[src/rtl/alu_op_sequencer.sv]
`default_nettype none
// ============================================================================
//  Module      : alu_op_sequencer
//  Description : Initiator side of the ALU enable/done handshake. Takes one
//                operation per valid/ready request and drives the multi-cycle
//                ALU. It captures result, flags and HI/LO when the ALU
//                reports done, then presents a response to the consumer.
//  Options     : ALU_TIMEOUT_EN - aborts a WAIT that exceeds TIMEOUT_CYCLES
//  Revision    : 1.0  initial release
// ============================================================================
module alu_op_sequencer #(
    parameter int TIMEOUT_CYCLES = 64
) (
    input  logic        clk,
    input  logic        rst,
    // request channel
    input  logic        req_valid,
    output logic        req_ready,
    input  logic [3:0]  req_op,
    input  logic [31:0] req_a,
    input  logic [31:0] req_b,
    // response channel
    output logic        rsp_valid,
    input  logic        rsp_ready,
    output logic [31:0] rsp_result,
    output logic        rsp_zero,
    output logic        rsp_overflow,
    output logic        rsp_err,
    // architectural HI/LO
    output logic [31:0] hi_q,
    output logic [31:0] lo_q,
    // ALU side
    output logic        alu_en,
    output logic [3:0]  alu_control,
    output logic [31:0] alu_srcA,
    output logic [31:0] alu_srcB,
    input  logic [31:0] alu_result,
    input  logic [31:0] alu_hi,
    input  logic [31:0] alu_lo,
    input  logic        alu_overflow,
    input  logic        alu_zero,
    input  logic        alu_done
);

    localparam logic [3:0] OP_MULT = 4'd8;
    localparam logic [3:0] OP_DIV  = 4'd9;
    localparam logic [3:0] OP_LAST = 4'd9;

    typedef enum logic [1:0] {
        S_IDLE = 2'd0,
        S_WAIT = 2'd1,
        S_RESP = 2'd2
    } state_t;

    state_t state;
    state_t next_state;

    logic accept;
    logic op_illegal;
    logic done_hit;
    logic timeout_hit;

    // An op is rejected up front when it is undefined or a divide by zero;
    // such ops never reach the ALU.
    assign accept     = (state == S_IDLE) && req_valid;
    assign op_illegal = (req_op > OP_LAST) || ((req_op == OP_DIV) && (req_b == 32'd0));
    assign done_hit   = (state == S_WAIT) && alu_en && alu_done;

`ifdef ALU_TIMEOUT_EN
    localparam int CNT_W = $clog2(TIMEOUT_CYCLES + 1);

    logic [CNT_W-1:0] wait_cnt;

    // Abort once TIMEOUT_CYCLES WAIT cycles have elapsed without done;
    // a done on the limiting edge takes priority.
    assign timeout_hit = (state == S_WAIT) && !alu_done &&
                         (wait_cnt == CNT_W'(TIMEOUT_CYCLES - 1));

    // WAIT cycle counter, restarted on every accepted request
    always_ff @(posedge clk) begin
        if (rst) begin
            wait_cnt <= '0;
        end else if (accept) begin
            wait_cnt <= '0;
        end else if ((state == S_WAIT) && (wait_cnt != CNT_W'(TIMEOUT_CYCLES))) begin
            wait_cnt <= wait_cnt + CNT_W'(1);
        end
    end
`else
    logic unused_timeout_cfg;

    assign timeout_hit        = 1'b0;
    assign unused_timeout_cfg = (TIMEOUT_CYCLES != 0);
`endif

    // State register
    always_ff @(posedge clk) begin
        if (rst) begin
            state <= S_IDLE;
        end else begin
            state <= next_state;
        end
    end

    // Next-state and handshake outputs
    always_comb begin
        next_state = state;
        req_ready  = 1'b0;
        rsp_valid  = 1'b0;
        case (state)
            S_IDLE: begin
                req_ready = 1'b1;
                if (req_valid) begin
                    next_state = op_illegal ? S_RESP : S_WAIT;
                end
            end
            S_WAIT: begin
                if (done_hit || timeout_hit) begin
                    next_state = S_RESP;
                end
            end
            S_RESP: begin
                rsp_valid = 1'b1;
                if (rsp_ready) begin
                    next_state = S_IDLE;
                end
            end
            default: begin
                next_state = S_IDLE;
            end
        endcase
    end

    // Operand capture, ALU enable, response capture and HI/LO update
    always_ff @(posedge clk) begin
        if (rst) begin
            alu_en       <= 1'b0;
            alu_control  <= 4'd0;
            alu_srcA     <= 32'd0;
            alu_srcB     <= 32'd0;
            rsp_result   <= 32'd0;
            rsp_zero     <= 1'b0;
            rsp_overflow <= 1'b0;
            rsp_err      <= 1'b0;
            hi_q         <= 32'd0;
            lo_q         <= 32'd0;
        end else begin
            if (accept) begin
                alu_control  <= req_op;
                alu_srcA     <= req_a;
                alu_srcB     <= req_b;
                alu_en       <= !op_illegal;
                rsp_result   <= 32'd0;
                rsp_zero     <= 1'b0;
                rsp_overflow <= 1'b0;
                rsp_err      <= op_illegal;
            end
            if (done_hit) begin
                alu_en       <= 1'b0;
                rsp_result   <= alu_result;
                rsp_zero     <= alu_zero;
                rsp_overflow <= alu_overflow;
                if ((alu_control == OP_MULT) || (alu_control == OP_DIV)) begin
                    hi_q <= alu_hi;
                    lo_q <= alu_lo;
                end
            end else if (timeout_hit) begin
                alu_en     <= 1'b0;
                rsp_result <= 32'd0;
                rsp_err    <= 1'b1;
            end
        end
    end

endmodule
`default_nettype wire
[config.mk]
export PLATFORM = sky130hd
export DESIGN_NAME = alu_op_sequencer
export DESIGN_NICKNAME = d
export VERILOG_FILES = /design/src/rtl/alu_op_sequencer.sv
export SDC_FILE = /design/constraint.sdc
export NUM_CORES = 1
export LEC_CHECK = 0
export ABC_AREA = 1
export ABC_CLOCK_PERIOD_IN_PS = 1900
export BUFFER_PORTS_ARGS = -buffer_cell sky130_fd_sc_hd__buf_2
export CORE_AREA = 3 3 133 135
export DETAILED_ROUTE_END_ITERATION = 7
export DIE_AREA = 0 0 136 138
export HOLD_SLACK_MARGIN = 0.08
export PLACE_DENSITY = 0.78
export SYNTH_ARGS = -nofsm -noshare
export SYNTH_HDL_FRONTEND = slang
export SYNTH_SLANG_ARGS = --single-unit
[constraint.sdc]
create_clock -name clk -period 1.9 [get_ports clk]
set_clock_uncertainty 0.15 [all_clocks]
set_input_delay 0.285 -clock clk [delete_from_list [all_inputs] [get_ports clk]]
set_output_delay 0.285 -clock clk [all_outputs]
set_load 0.01 [all_outputs]
==> results of run 1 <==
-- synthesized netlist by cell type --
library cell	count	area [um^2]
buf_2	9	45.0
nand2_2	1	6.26
dfxtp_1	170	3400
nand3_1	2	10.0
buf_6	19	214
buf_4	1	7.51
o21ai_1	60	300
clkbuf_1	22	82.6
nor2_1	272	1020
buf_1	1	3.75
o211ai_1	1	7.51
clkinv_2	1	5.00
nand2_1	80	300
o21ai_0	73	365
nand3_2	1	10.0
nor2_2	1	6.26
nor3_1	1	5.00
nand4_1	3	18.8
a21oi_1	43	215
inv_1	11	41.3
inv_2	4	15.0
-- routing by layer --
layer  track usage, %  share of wire, %  up-vias
met5                0                 0        -
met4             12.2               4.8        0
met3             7.49                10       86
met2             38.2                47      455
met1             26.7                38     3290
li1                 -                 -     3447
-- sequential cells by signal (all words and copies together), names as in the netlist, 2 cells and up --
| signal | cells |
|---|---|
| state | 2 |
| alu_srcA | 32 |
| rsp_result | 32 |
| lo_q | 32 |
| hi_q | 32 |
| alu_control | 4 |
| alu_srcB | 32 |
-- power by group through the flow --
stage	logic (mW)	registers [mW]	clock network (mW)
after floorplan	0.429	3.97	0
final	1.27	3.82	3.62
after global placement	0.943	3.89	0
after detailed placement	0.952	3.89	0
after global routing	1.39	3.84	3.85
after CTS	1.22	3.82	3.70
-- kinds of logic after synthesis --
group           after synthesis
simple gates                361
compound gates              177
buf+inv                      68
flops                       170
-- metrics by stage --
step | hold WS (ps) | std cells
2_1_floorplan | 281 | 776
3_3_place_gp | 295 | 1293
3_5_place_dp | 300 | 1293
4_1_cts | 149 | 1493
5_1_grt | 210 | 1493
6_report | 195 | 1494
-- worst paths after layout --
check        slack [ps]  depth (start not counted)      startpoint              to
max reg2reg         190                          5        state[1]    alu_srcB[19]
max                 120                          9        alu_done        lo_q[16]
min reg2reg         310                          2  rsp_result[13]  rsp_result[13]
min                 200                          3       req_valid  alu_control[3]
-- what timing repair did --
item                                    in CTS  in global routing
gates resized for setup                      0                  2
endpoints found under the setup margin       0                 31
hold endpoints to repair                   168                  0
hold buffers                               168                  0
-- final cells by class --
class | count | area, um^2 | share of cell area, %
Antenna cell | 1 | 2.50 | 0.0247
Timing Repair Buffer | 517 | 3510 | 34.7
Tap cell | 220 | 275 | 2.72
Inverter | 16 | 65.1 | 0.642
Clock inverter | 15 | 185 | 1.83
Sequential cell | 170 | 3400 | 33.6
Multi-Input combinational cell | 538 | 2270 | 22.4
Clock buffer | 17 | 425 | 4.20
-- worst min-delay path, stage by stage --
cell and delay [ps]:
buf_2 100, nand2_2 220, a21oi_1 110
==> results.toml, run 1 <==
[floorplanning]
core_area_um2 = 16600
die_area_um2 = 18800
num_rows = 47
boundaryPins = 341
die_h_um = 138
die_w_um = 136
start_util_pct = 36.7

[routing]
vias_per_cell = 4.87
ant_nets = 0
first_pass_iters = 5
drt_iter0_markers = 498
num_vias = 7278
drc = 0
routedWlPerCell_um = 15.3
drt-total-wl_um = 22800

[setup_path]
startpoint_type = "input port"
slowest_stage = "dlygate4sd3_1"
crit_required_ps = 2060
end_kind = "flop"
crit_arrival_ps = 1940
crit_fanout = 15
cpMostUsedCell = "nor2_1"
critical_path_class = "input port to flop"
critical-path-top-delay-family = "buffers and inverters"
cpPeakStageDelay_ps = 550
crit_chain = "dlygate4sd3_1 > buf_2 > nand3_2 > inv_2 > nand2_2 > clkinv_2 > buf_4 > nor2_1 > nor2_1"
path_buf_inv = 5

[cells_and_area]
layout-area-overhead-vs-synth_pct = 66.7
fillers = 1313
final_nets = 1431
final_core_util_pct = 61.1
drive_gt1_share_pct = 30.7
design_area_um2 = 10100
final_common_cell = "buf_2"
mostFrequentLayoutCells = "340 x buf_2, 272 x nor2_1, 170 x dfxtp_1"

[logic_synthesis]
yosys_warnings = 0
synth_xor_area_share_pct = 0
synthAdderAreaFrac_pct = 0
synth_top_family_by_area = "simple AND/OR/NAND/NOR gates"
synth_simple_gate_area_share_pct = 22.6
synth_compound_gate_area_share_pct = 14.6
syn_nets = 947
synth.distinct_cells = 21
avgSynthCellArea_um2 = 7.84
muxShareOfSynthArea_pct = 0
synth-seq-cells = 170
synth_seq_area_share_pct = 55.9
syn_inst = 776
netlist_area_um2 = 6080

[place]
pre_cts_slack_ps = 192
hpwlAfterDp_um = 13300
dpl_cell_area_um2 = 7840
gp_congestion = 0.842
numPortBuffers = 340

[outcome]
status = "finished, final reports clean"

[global_routing]
grt_max_degree = 71
grt_pass1_vias = 7185
grt-ovfl-total = 0
track_usage_pct = 23.2
grt_first_pass_wirelength_um = 35600
grt_antenna_before_repair = 0

[clock_network]
numCtsBuffers = 17
insertion_delay_ps = 420
postCtsSetupBuffers = 0
cts.path.max_buffers = 2
cts_tree = "built"
cts-root-buf = "clkbuf_16"
cts_sinks = 170
path_clk_slew_ps = 70
htree_levels = 4

[power_and_ir_drop]
finalPower_mw = 8.72
p_comb_share_pct = 14.6
vdd_drop_max_v = 0.000668
p_switching_mw = 2.27
swShare_pct = 26.0
p_leak_nw = 4.77
power.density_nw_per_um2 = 860
p_seq_share_pct = 43.8
intPower_mw = 6.45
clockPowerShare_pct = 41.5

[sta]
setup_ws_ps = 116
period_share_pct = 93.9
fmax_mhz = 561
slew_violations = 0
period_minus_slack_ps = 1780
setup_viol = 0
rsz0062_at_grt = "false"
worstMarginPinSlew_ps = 448
finalSetupTns_ps = 0
maxSlewHeadroom_pct = 70.1
final_hold_viol_count = 0

[run]
drv_cap = 0

[hold_path]
min_path_type = "input port to flop"
No activity file was read; power rests on OpenSTA's default activity.
==> run 2: changes to the inputs <==
==> config.mk (replaced) <==
export PLATFORM = sky130hd
export DESIGN_NAME = alu_op_sequencer
export DESIGN_NICKNAME = d
export VERILOG_FILES = /design/src/rtl/alu_op_sequencer.sv
export SDC_FILE = /design/constraint.sdc
export NUM_CORES = 1
export LEC_CHECK = 0
export ABC_AREA = 1
export ABC_CLOCK_PERIOD_IN_PS = 1900
export CORE_AREA = 3 3 130 132
export DETAILED_ROUTE_END_ITERATION = 7
export DIE_AREA = 0 0 133 135
export DONT_BUFFER_PORTS = 1
export HOLD_SLACK_MARGIN = 0.08
export PLACE_DENSITY = 0.62
export SYNTH_ARGS = -nofsm -noshare
export SYNTH_HDL_FRONTEND = slang
export SYNTH_SLANG_ARGS = --single-unit
==> results.toml, run 2 (synthesized netlist as in run 1, its figures left out) <==
[power_and_ir_drop]
p_leak_nw = 3.29
power.density_nw_per_um2 = 962
vdd_drop_max_v = 0.000589

[routing]
drt_iter0_markers = 237
drc = 0
drt-total-wl_um = 19600
vias_per_cell = 4.96
ant_nets = 0
first_pass_iters = 4
num_vias = 5790
routedWlPerCell_um = 16.8

[place]
numPortBuffers = 0
pre_cts_slack_ps = 98.0
gp_congestion = 0.775
hpwlAfterDp_um = 12300

[clock_network]
numCtsBuffers = 17
path_clk_slew_ps = 60
cts-root-buf = "clkbuf_16"
cts_sinks = 170
cts_tree = "built"
htree_levels = 4
insertion_delay_ps = 410
cts.path.max_buffers = 2

[floorplanning]
start_util_pct = 38.4
die_area_um2 = 18000
boundaryPins = 341
die_h_um = 135
core_area_um2 = 15800
num_rows = 46
die_w_um = 133

[global_routing]
grt-ovfl-total = 0
grt_antenna_before_repair = 0
track_usage_pct = 21.0
grt_pass1_vias = 5699
grt_max_degree = 65
grt_first_pass_wirelength_um = 30200

[sta]
period_minus_slack_ps = 1800
worstMarginPinSlew_ps = 377
period_share_pct = 94.8
fmax_mhz = 555
final_hold_viol_count = 0
finalSetupTns_ps = 0
rsz0062_at_grt = "false"
setup_ws_ps = 98.7
setup_viol = 0
slew_violations = 0
maxSlewHeadroom_pct = 74.8

[run]
drv_cap = 0

[cells_and_area]
antennaDiodeCount = 0
layout-area-overhead-vs-synth_pct = 40.8
mostFrequentLayoutCells = "271 x nor2_1, 170 x dfxtp_1, 170 x dlygate4sd3_1"
final_common_cell = "nor2_1"
final_nets = 1110
final_core_util_pct = 54.1
fillers = 1397
regArea_um2 = 3400
drive_gt1_share_pct = 7.05
multi_input_area_um2 = 2280

[outcome]
status = "finished, final reports clean"

[hold_path]
min_path_type = "input port to flop"

[setup_path]
crit_fanout = 9
end_kind = "flop"
critical_path_class = "flop to flop"
crit_required_ps = 2050
startpoint_type = "flop"
crit_arrival_ps = 1950
run 2: cell types whose count changed in the layout (fill, tap and decap cells not counted), sizes merged:
| cell | change |
|---|---|
| diode | -1 |
| buf | -323 |
| clkinvlp | +1 |
| clkbuf | +2 |
| inv | -3 |
| dlygate4sd3 | +2 |
| bufinv | -1 |
run 2: area by class of cell:
type,count,share of cell area (%)
timing repair buffer,196,23.0
clock buffer,19,5.17
sequential,170,39.7
clock inverter,12,1.64
tap,216,3.15
inverter,16,0.730
multi-input combinational,538,26.6
run 2: worst max-delay path, cell delays in order, from the launching register on:
cell	delay (ps)
dfxtp_1	340
nor2_2	210
nand2_2	190
o21ai_0	190
a21oi_1	50
dlygate4sd3_1	560
run 2: metal layers:
layer	global-route usage, %	routed length (um)
met4	8.72	535
met1	23.4	7330
met5	0	0
met3	7.68	2000
met2	36.3	9730
run 2: stage by stage:
step / power (mW) / instance area (um^2) / hold WS, ps / instances
finish: 8.24 / 8570 / 94.2 / 1167
CTS: 8.32 / 8560 / 80.9 / 1167
global route: 8.59 / 8570 / 127 / 1167
detailed placement: 4.56 / 6250 / 210 / 965
floorplan: 4.40 / 6080 / 281 / 776
global placement: 4.55 / 6250 / 207 / 965
run 2: what timing repair did:
| item | in CTS | in global routing |
|---|---|---|
| setup buffers | 0 | 0 |
| hold buffers | 171 | 0 |
| endpoints found under the setup margin | 0 | 70 |
| gates resized for setup | 0 | 2 |
| endpoints found under the hold margin | 169 | 0 |
run 2: final timing paths:
path	from	slack (ps)	cells after the start	endpoint
worst max-delay path	state[1]	100	5	alu_control[3]
worst min-delay path	req_op[2]	90	3	alu_en
worst max register to register	state[1]	100	5	alu_control[3]
worst min register to register	rsp_result[15]	360	2	rsp_result[15]
run 2: report_power, final:
group,total (mW),internal (mW),switching [mW],leakage (nW)
logic,0.870,0.439,0.431,1.62
clock network,3.43,1.99,1.45,0.282
registers,3.94,3.73,0.206,1.39
